==> src/rtl/ifu_fetch_ctrl_pkg.sv <==
// Shared definitions for the instruction fetch controller: PC width, state codes
// and the sequential next-PC helper used by the PC register and next-PC select.
package ifu_fetch_ctrl_pkg;

    localparam int unsigned PC_W   = 30;
    localparam int unsigned INST_W = 32;

    typedef logic [PC_W-1:0]   pc_t;
    typedef logic [INST_W-1:0] inst_t;

    localparam logic [1:0] BOOT    = 2'd0;
    localparam logic [1:0] FETCH   = 2'd1;
    localparam logic [1:0] DELIVER = 2'd2;
    localparam logic [1:0] ERROR   = 2'd3;

    // Word-addressed increment; wraps from all-ones back to zero.
    function automatic pc_t pc_incr(input pc_t pc);
        return pc + pc_t'(1);
    endfunction

endpackage

==> src/rtl/ifu_fetch_ctrl_if.sv <==
// Fetch controller bus: instruction memory req/ack, decode valid/ready,
// redirect input and the sticky error flag. master = fetch controller side.
interface ifu_fetch_ctrl_if;
    import ifu_fetch_ctrl_pkg::*;

    logic  imem_req;
    pc_t   imem_addr;
    logic  imem_ack;
    inst_t imem_rdata;
    logic  inst_valid;
    logic  inst_ready;
    inst_t inst;
    pc_t   inst_pc;
    logic  redir_valid;
    pc_t   redir_target;
    logic  fetch_err;

    modport master (
        output imem_req, imem_addr, inst_valid, inst, inst_pc, fetch_err,
        input  imem_ack, imem_rdata, inst_ready, redir_valid, redir_target
    );

    modport slave (
        input  imem_req, imem_addr, inst_valid, inst, inst_pc, fetch_err,
        output imem_ack, imem_rdata, inst_ready, redir_valid, redir_target
    );

endinterface

==> src/rtl/ifu_fetch_ctrl_redirect_buf.sv <==
// Pending-redirect buffer: remembers the newest redirect since the last delivery
// and selects the next fetch PC (live redirect > pending redirect > pc+1).
module ifu_redirect_buf
    import ifu_fetch_ctrl_pkg::*;
(
    input  logic clk,
    input  logic rst,
    input  logic capture_en_i,
    input  logic handshake_i,
    input  logic redir_valid_i,
    input  pc_t  redir_target_i,
    input  pc_t  pc_i,
    output pc_t  next_pc_o
);

    logic pend_valid_q, pend_valid_d;
    pc_t  pend_target_q, pend_target_d;

    always_comb begin
        pend_valid_d  = pend_valid_q;
        pend_target_d = pend_target_q;
        // A redirect arriving in the handshake cycle is consumed by the bypass.
        if (handshake_i) begin
            pend_valid_d = 1'b0;
        end else if (capture_en_i && redir_valid_i) begin
            pend_valid_d  = 1'b1;
            pend_target_d = redir_target_i;
        end
    end

    always_ff @(posedge clk or negedge rst) begin
        if (!rst) begin
            pend_valid_q  <= 1'b0;
            pend_target_q <= '0;
        end else begin
            pend_valid_q  <= pend_valid_d;
            pend_target_q <= pend_target_d;
        end
    end

    always_comb begin
        if (redir_valid_i) begin
            next_pc_o = redir_target_i;
        end else if (pend_valid_q) begin
            next_pc_o = pend_target_q;
        end else begin
            next_pc_o = pc_incr(pc_i);
        end
    end

endmodule

==> src/rtl/ifu_fetch_ctrl.sv <==
// Stall-aware fetch sequencer: one outstanding imem request, one buffered
// instruction toward decode, single-delay-slot redirects and a fetch timeout.
module ifu_fetch_ctrl
    import ifu_fetch_ctrl_pkg::*;
#(
    parameter pc_t         RESET_PC = 30'h0,
    parameter int unsigned TIMEOUT  = 16,
    parameter int unsigned CNT_W    = 5
) (
    input  logic             clk,
    input  logic             rst,
    ifu_fetch_ctrl_if.master bus
);

    logic [1:0]       state_q, state_d;
    pc_t              pc_q, pc_d;
    logic [CNT_W-1:0] cnt_q, cnt_d;
    inst_t            inst_q, inst_d;
    pc_t              inst_pc_q, inst_pc_d;
    logic             err_q, err_d;

    logic handshake;
    logic capture_en;
    pc_t  next_pc;

    assign handshake  = (state_q == DELIVER) && bus.inst_ready;
    assign capture_en = (state_q == FETCH) || (state_q == DELIVER);

    ifu_redirect_buf u_redirect_buf (
        .clk            (clk),
        .rst            (rst),
        .capture_en_i   (capture_en),
        .handshake_i    (handshake),
        .redir_valid_i  (bus.redir_valid),
        .redir_target_i (bus.redir_target),
        .pc_i           (pc_q),
        .next_pc_o      (next_pc)
    );

    always_comb begin
        state_d   = state_q;
        pc_d      = pc_q;
        cnt_d     = cnt_q;
        inst_d    = inst_q;
        inst_pc_d = inst_pc_q;
        err_d     = err_q;
        case (state_q)
            BOOT: begin
                state_d = FETCH;
                cnt_d   = '0;
            end
            FETCH: begin
                if (bus.imem_ack) begin
                    inst_d    = bus.imem_rdata;
                    inst_pc_d = pc_q;
                    cnt_d     = '0;
                    state_d   = DELIVER;
                end else begin
                    // Counter may reach TIMEOUT itself, hence 2^CNT_W > TIMEOUT.
                    cnt_d = cnt_q + 1'b1;
                    if (cnt_d == CNT_W'(TIMEOUT)) begin
                        err_d   = 1'b1;
                        state_d = ERROR;
                    end
                end
            end
            DELIVER: begin
                if (bus.inst_ready) begin
                    pc_d    = next_pc;
                    cnt_d   = '0;
                    state_d = FETCH;
                end
            end
            default: begin
                err_d   = 1'b1;
                state_d = ERROR;
            end
        endcase
    end

    always_ff @(posedge clk or negedge rst) begin
        if (!rst) begin
            state_q   <= BOOT;
            pc_q      <= RESET_PC;
            cnt_q     <= '0;
            inst_q    <= '0;
            inst_pc_q <= '0;
            err_q     <= 1'b0;
        end else begin
            state_q   <= state_d;
            pc_q      <= pc_d;
            cnt_q     <= cnt_d;
            inst_q    <= inst_d;
            inst_pc_q <= inst_pc_d;
            err_q     <= err_d;
        end
    end

    assign bus.imem_req   = (state_q == FETCH);
    assign bus.imem_addr  = pc_q;
    assign bus.inst_valid = (state_q == DELIVER);
    assign bus.inst       = inst_q;
    assign bus.inst_pc    = inst_pc_q;
    assign bus.fetch_err  = err_q;

endmodule
==> src/flat_wrapper.sv <==
// flat-port wrapper written by rule: the top's interface ports become plain ports
module ifu_fetch_ctrl_flat import ifu_fetch_ctrl_pkg::*;
#(
    parameter pc_t         RESET_PC = 30'h0,
    parameter int unsigned TIMEOUT  = 16,
    parameter int unsigned CNT_W    = 5
)
  (clk, rst, bus_imem_req, bus_imem_addr, bus_inst_valid, bus_inst, bus_inst_pc, bus_fetch_err, bus_imem_ack, bus_imem_rdata, bus_inst_ready, bus_redir_valid, bus_redir_target);
  ifu_fetch_ctrl_if bus_i ();
  input  logic clk;
  input  logic rst;
  output wire logic [$bits(bus_i.imem_req)-1:0] bus_imem_req;
  output wire logic [$bits(bus_i.imem_addr)-1:0] bus_imem_addr;
  output wire logic [$bits(bus_i.inst_valid)-1:0] bus_inst_valid;
  output wire logic [$bits(bus_i.inst)-1:0] bus_inst;
  output wire logic [$bits(bus_i.inst_pc)-1:0] bus_inst_pc;
  output wire logic [$bits(bus_i.fetch_err)-1:0] bus_fetch_err;
  input wire logic [$bits(bus_i.imem_ack)-1:0] bus_imem_ack;
  input wire logic [$bits(bus_i.imem_rdata)-1:0] bus_imem_rdata;
  input wire logic [$bits(bus_i.inst_ready)-1:0] bus_inst_ready;
  input wire logic [$bits(bus_i.redir_valid)-1:0] bus_redir_valid;
  input wire logic [$bits(bus_i.redir_target)-1:0] bus_redir_target;
  assign bus_imem_req = bus_i.imem_req;
  assign bus_imem_addr = bus_i.imem_addr;
  assign bus_inst_valid = bus_i.inst_valid;
  assign bus_inst = bus_i.inst;
  assign bus_inst_pc = bus_i.inst_pc;
  assign bus_fetch_err = bus_i.fetch_err;
  assign bus_i.imem_ack = bus_imem_ack;
  assign bus_i.imem_rdata = bus_imem_rdata;
  assign bus_i.inst_ready = bus_inst_ready;
  assign bus_i.redir_valid = bus_redir_valid;
  assign bus_i.redir_target = bus_redir_target;
  ifu_fetch_ctrl #(.RESET_PC(RESET_PC), .TIMEOUT(TIMEOUT), .CNT_W(CNT_W)) u_core (.clk(clk), .rst(rst), .bus(bus_i));
endmodule
==> config.mk <==
export PLATFORM = sky130hd
export DESIGN_NAME = ifu_fetch_ctrl_flat
export DESIGN_NICKNAME = d
export VERILOG_FILES = /design/src/rtl/ifu_fetch_ctrl_pkg.sv /design/src/rtl/ifu_fetch_ctrl_if.sv /design/src/rtl/ifu_fetch_ctrl_redirect_buf.sv /design/src/rtl/ifu_fetch_ctrl.sv /design/src/flat_wrapper.sv
export SDC_FILE = /design/constraint.sdc
export NUM_CORES = 1
export LEC_CHECK = 0
export ABC_AREA = 1
export CAP_MARGIN = 20
export CORE_MARGIN = 2
export CORE_UTILIZATION = 50
export CTS_CLUSTER_DIAMETER = 100
export DETAILED_ROUTE_END_ITERATION = 6
export GPL_ROUTABILITY_DRIVEN = 0
export PLACE_DENSITY = 0.8
export SYNTH_ARGS = -nofsm -noshare
export SYNTH_HDL_FRONTEND = slang
export SYNTH_SLANG_ARGS = --single-unit
==> constraint.sdc <==
create_clock -name clk -period 2.2 [get_ports clk]
set_input_delay 0.44 -clock clk [delete_from_list [all_inputs] [get_ports clk]]
set_output_delay 0.44 -clock clk [all_outputs]
set_load 0.005 [all_outputs]
Word level (Yosys, flattened, before mapping)
Index checks and enable logic that the tools add are counted.
Storage, ports and cells
  word-level logic and storage cells: 46
  input bits: 67
  output and inout bits: 95
  bits in registers: 131
Cells by class
  add/subtract/negate cells: 2
  bitwise gates (word level): 2
  equal/unequal tests: 7
  mux-type cells: 14
  reduce and logical (&&, ||, !) cells: 13
Operators by type and width (number)
  $mux W30: 2
  $add A30 B1 Y30 const B: 1
  $pmux W5 S3: 1
  $mux W5: 2
  $reduce_and A2 Y1: 5
  $mux W2: 3
  $pmux W2 S3: 1
  $add A5 B1 Y5 const B: 1
  $eq A5 B5 Y1 const B: 1
  $mux W1: 4
  $ne A2 B1 Y1 const B: 2
  $ne A3 B1 Y1 const B: 1
  $reduce_and A3 Y1: 1
  $reduce_bool A3 Y1: 1
  $eq A2 B1 Y1 const B: 1
  $eq A2 B2 Y1 const B: 1
  $logic_and A1 B1 Y1: 2
  $logic_not A2 Y1: 1
  $ne A2 B2 Y1 const B: 1
  $not A1 Y1: 2
  $pmux W1 S2: 1
  $reduce_bool A2 Y1: 1
  $reduce_or A2 Y1: 1
  $logic_or A1 B1 Y1: 1

Depth between registers and ports, before layout
  depth after elaboration: 5
  depth in mapped cells: 10
  depth with buffers taken out: 10

Cells and area by module
From an unflattened synthesis, not the netlist that was laid out.
Unflattened totals
  cells, all modules: 774
  area total of the unflattened synthesis: 6680.2 um^2
Modules (own cells, without submodules)
  ifu_fetch_ctrl: cells an instance 321, area an instance 3966.3 um^2, instances 1
  ifu_redirect_buf: cells an instance 453, area an instance 2713.9 um^2, instances 1

Worst setup path after synthesis
No wires, ideal clock.
  path type: register to register
  from: reg u_core.state_q[0]
  to: reg u_core.u_redirect_buf.pend_target_q[18]
  path slack: 476 ps
  cell stages (with the launch flop): 8
  period minus slack after synthesis: 1724 ps
  path buffers: 2
  arrival: 1600 ps
  library setup time: 125 ps
  cells stage by stage: dfrtp_1 > inv_1 > ha_1 > nand2_2 > nand3_1 > buf_2 > buf_4 > mux2_2
On the way
  word-level cells in the longest chain between the ends: 4
Ends and longest elaborated chain
  from (decl): RTL line ifu_fetch_ctrl.sv:15  | logic [1:0] state_q, state_d;
  from (signal assigned): RTL line ifu_fetch_ctrl.sv:90  | state_q <= state_d;
  $eq A2 B2 Y1 *
  named net bus_inst_valid: RTL line flat_wrapper.sv:14  | output wire logic [$bits(bus_i.inst_valid)-1:0] bus_inst_valid;
  $logic_or A1 B1 Y1 / $logic_and A1 B1 Y1 (equally long branches): RTL line ifu_fetch_ctrl.sv:27, ifu_fetch_ctrl.sv:26
  $logic_and A1 B1 Y1 / $not A1 Y1 (equally long branches)
  $reduce_and A2 Y1 (no line) *
  to (signal assigned): RTL line ifu_fetch_ctrl_redirect_buf.sv:37  | pend_target_q <= pend_target_d;
  to (decl): RTL line ifu_fetch_ctrl_redirect_buf.sv:17  | pc_t pend_target_q, pend_target_d;
The timed path passes the listed nets; every way through them passes the cells marked *.
A chain may end at the register's enable or synchronous reset.

Worst setup path in the final report
  from: reg u_core.state_q[0]
  to: out bus_inst_valid
On the way
  word-level cells in the longest chain between the ends: 1
Ends and longest elaborated chain
  $eq A2 B2 Y1: RTL line ifu_fetch_ctrl.sv:101  | assign bus.inst_valid = (state_q == DELIVER);
  to (decl): RTL line flat_wrapper.sv:14
No other way between the ends.

==> impl_metrics.ini <==
[routing]
via_count = 5653
drt_drc_violations_left = 0
drtIter0Drc = 500
wl_per_cell_microns = 15.9
detailedRoute.firstPassIterationCount = 5
routed_wl_microns = 17200
detail_route.vias_per_cell = 5.22
final_antenna_net_count = 0

[setup_path]
reg2reg_to = u_core.bus.imem_addr[21]$_DFFE_PN0P_
cp-start-kind = register
timing.critical_path.required_ps = 1760
r2r_cells = 9
critical_path_arrival_ps = 1680
r2r_start = u_core.bus.imem_addr[5]$_DFFE_PN0P_
critPathKind = reg2out
cp_max_fo = 5
cp-end-kind = primary output
reg2reg_slack_ps = 480

[global_route]
grtUsageTotal_pct = 25.8
antenna_found_initial = 0
first_pass_grt_wire_length_microns = 28400
maximum_number_of_pins_on_one_net_before_global_route_repair = 95
vias_in_the_first_global_route = 5474
grt_overflow_total = 0

[sta]
final.setup_skew_ps = 4.76
final_hold_viol_count = 0
report.final.slew_viol_count = 0
crit_path_time_final_ps = 2120
hold_slack_ps = 71.4
timing.slew.headroom_pct = 66.4
setup-tns-final_ps = 0
final-setup-viol-count = 0
achievable-frequency_mhz = 472
min_period_over_period_pct = 96.3
timing_worst_slew_pin_value_ps = 504
grt_setup_unrepaired = false

[cells_and_area]
multi_input_comb_area_sq_mm = 0.00284
num-nets-final = 972
layout-drive-gt1-share_pct = 14.1
area_delta_synth_final_pct = 36.8
regArea_sq_mm = 0.00328
final_area_sq_mm = 0.00885
finish.utilization_pct = 70.1
insertedDiodeCount = 0
layout.filler_cells = 1031
instances_no_fill = 1083

[synthesis]
synth_cells = 737
synth_top_area_share_pct = 50.7
ys_seq_area_share_pct = 50.7
nets_in_the_synthesized_netlist = 811
synth.cell_area_sq_mm = 0.00647
ys_top_cells_by_area = dfrtp_1 51%, mux2_2 10%, nand2_1 9.5%, nor2_1 5.9%, o21ai_0 4.6%
synth.mux.area_fraction_pct = 10.1
postSynthAreaPerCell_sq_um = 8.78
synth_largest_area_cell = dfrtp_1
synthDistinctLibCells = 30
combinational_family_with_the_most_area_after_synthesis = simple AND/OR/NAND/NOR gates
synth-compound-area-share_pct = 10.6
synthFlopType = dfrtp_1
postSynth.asyncResetShare_pct = 100
synth_enable_flop_cells = 0
synth_warnings = 0
synth-adder-area-share_pct = 1.35
synthSimpleGateAreaFrac_pct = 20.9
post_synth_xor_area_fraction_pct = 0.812
synth-seq-cells = 131

[clock_tree]
post-cts-setup-buffer-count = 0
htreeDepth = 4
ctsLongestPathBuffers = 2
cts_tree = built
cts.sink_count = 131
clockRootBuffer = clkbuf_16
cts_inserted_buffers = 17
clkTransAtPathRegs_ps = 60
clock_network_latency_to_the_later_pin_of_the_worst_skew_pair_ps = 420

[floorplanning]
die-height_microns = 118
std_cell_rows = 41
start_util_pct = 51.3
core_sq_mm = 0.0126
pin_count = 162
dieWidth_microns = 118
dieArea_sq_mm = 0.0139

[placed_design]
io_buffer_count = 161
hpwl_microns = 12500
detailed_place.area_sq_mm = 0.00826
dpl.cell_count = 1051

[pwr]
power_density_mw_per_mm2 = 1470
power.ir.vdd_worst_mv = 0.648
total_leakage_power_uw = 0.00395

[worst_hold_path]
hp-class = in2async

[status]
run_status = complete, no violations

[job]
max_cap_violations = 0
sequential cells by signal (all words and copies together) (netlist names):
| signal | flops |
|---|---|
| u_core.bus.fetch_err | 1 |
| u_core.bus.imem_addr | 30 |
| u_core.bus.inst | 32 |
| u_core.bus.inst_pc | 30 |
| u_core.cnt_q | 5 |
| u_core.state_q | 2 |
| u_core.u_redirect_buf.pend_target_q | 30 |
| u_core.u_redirect_buf.pend_valid_q | 1 |
placed cells by master, fill, tap and decap left out, types with 5 or more instances in the layout:
master,netlist,routed
clkbuf_16,0,17
clkinv_2,0,6
nor2_4,5,5
buf_4,1,9
nor2_1,102,102
nand3_1,42,42
nand2_2,5,6
inv_1,50,50
a22oi_1,10,10
o21ai_0,59,59
mux2_2,58,58
dfrtp_1,131,129
nand2_1,163,162
clkdlybuf4s50_1,0,159
ha_1,7,5
a21oi_1,47,47
power by group:
| group | leakage (uW) | internal, uW | switching (uW) |
|---|---|---|---|
| logic | 0.00212 | 3050 | 2570 |
| clock network | 0.000289 | 1740 | 1010 |
| registers | 0.00154 | 3600 | 1010 |
final cells by class:
class,count,share of cell area (%)
sequential,131,37.1
tap,172,2.43
inverter,51,2.16
timing repair buffer,173,19.7
multi-input combinational,524,32.1
clock inverter,10,1.20
clock buffer,22,5.36
cell families (layout without fill, tap and decap cells):
logic type	after synthesis	count (layout)
xor gates and xnor gates	6	6
buffers and inverters	82	256
DFF	131	131
adders and majority gates	7	7
AOI/OAI and AO/OA	127	127
and+or+nand+nor	326	326
muxes	58	58
synthesized netlist by cell type, types with 5 or more instances:
| cell | count |
|---|---|
| nand2_1 | 163 |
| dfrtp_1 | 131 |
| nor2_1 | 102 |
| o21ai_0 | 59 |
| mux2_2 | 58 |
| inv_1 | 50 |
| a21oi_1 | 47 |
| nand3_1 | 42 |
| clkbuf_1 | 13 |
| buf_2 | 12 |
| a22oi_1 | 10 |
| ha_1 | 7 |
| nand2_2 | 5 |
| nor2_4 | 5 |
worst max-delay path, cell delays in order, from the launching register on:
cell and delay [ps]:
dfrtp_2 440, inv_1 100, ha_2 220, clkdlybuf4s50_1 500
routing by layer:
metal	wire [microns]	vias up	track usage (%)
met2	8070	233	40.4
met5	0	-	0
met3	1330	32	5.72
met1	7400	2640	35.4
li1	-	2748	-
met4	406	0	9.71
through the flow:
stage	total power (uW)	setup slack, ps
after global routing	13900	9.95
after detailed placement	10200	287
after floorplan	7330	476
after CTS	13000	12.8
final	13000	81.4
after global placement	10000	321
worst max path at each step:
stage	from	endpoint	slack, ps	depth (start not counted)
floorplan	u_core.state_q[0]$_DFFE_PN0P_	u_core.u_redirect_buf.pend_target_q[18]$_DFFE_PN0P_	480	7
global placement	bus_inst_ready	u_core.u_redirect_buf.pend_target_q[18]$_DFFE_PN0P_	320	5
detailed placement	bus_inst_ready	u_core.u_redirect_buf.pend_target_q[26]$_DFFE_PN0P_	290	5
CTS	u_core.state_q[1]$_DFFE_PN0P_	bus_imem_req	10	3
global route	u_core.state_q[1]$_DFFE_PN0P_	bus_imem_req	10	3
finish	u_core.state_q[0]$_DFFE_PN0P_	bus_inst_valid	80	3
what timing repair did:
action	in CTS	in global routing
hold buffers	0	0
setup endpoints to repair	0	2
resized for setup	0	4
(Power assumes the default switching activity.)
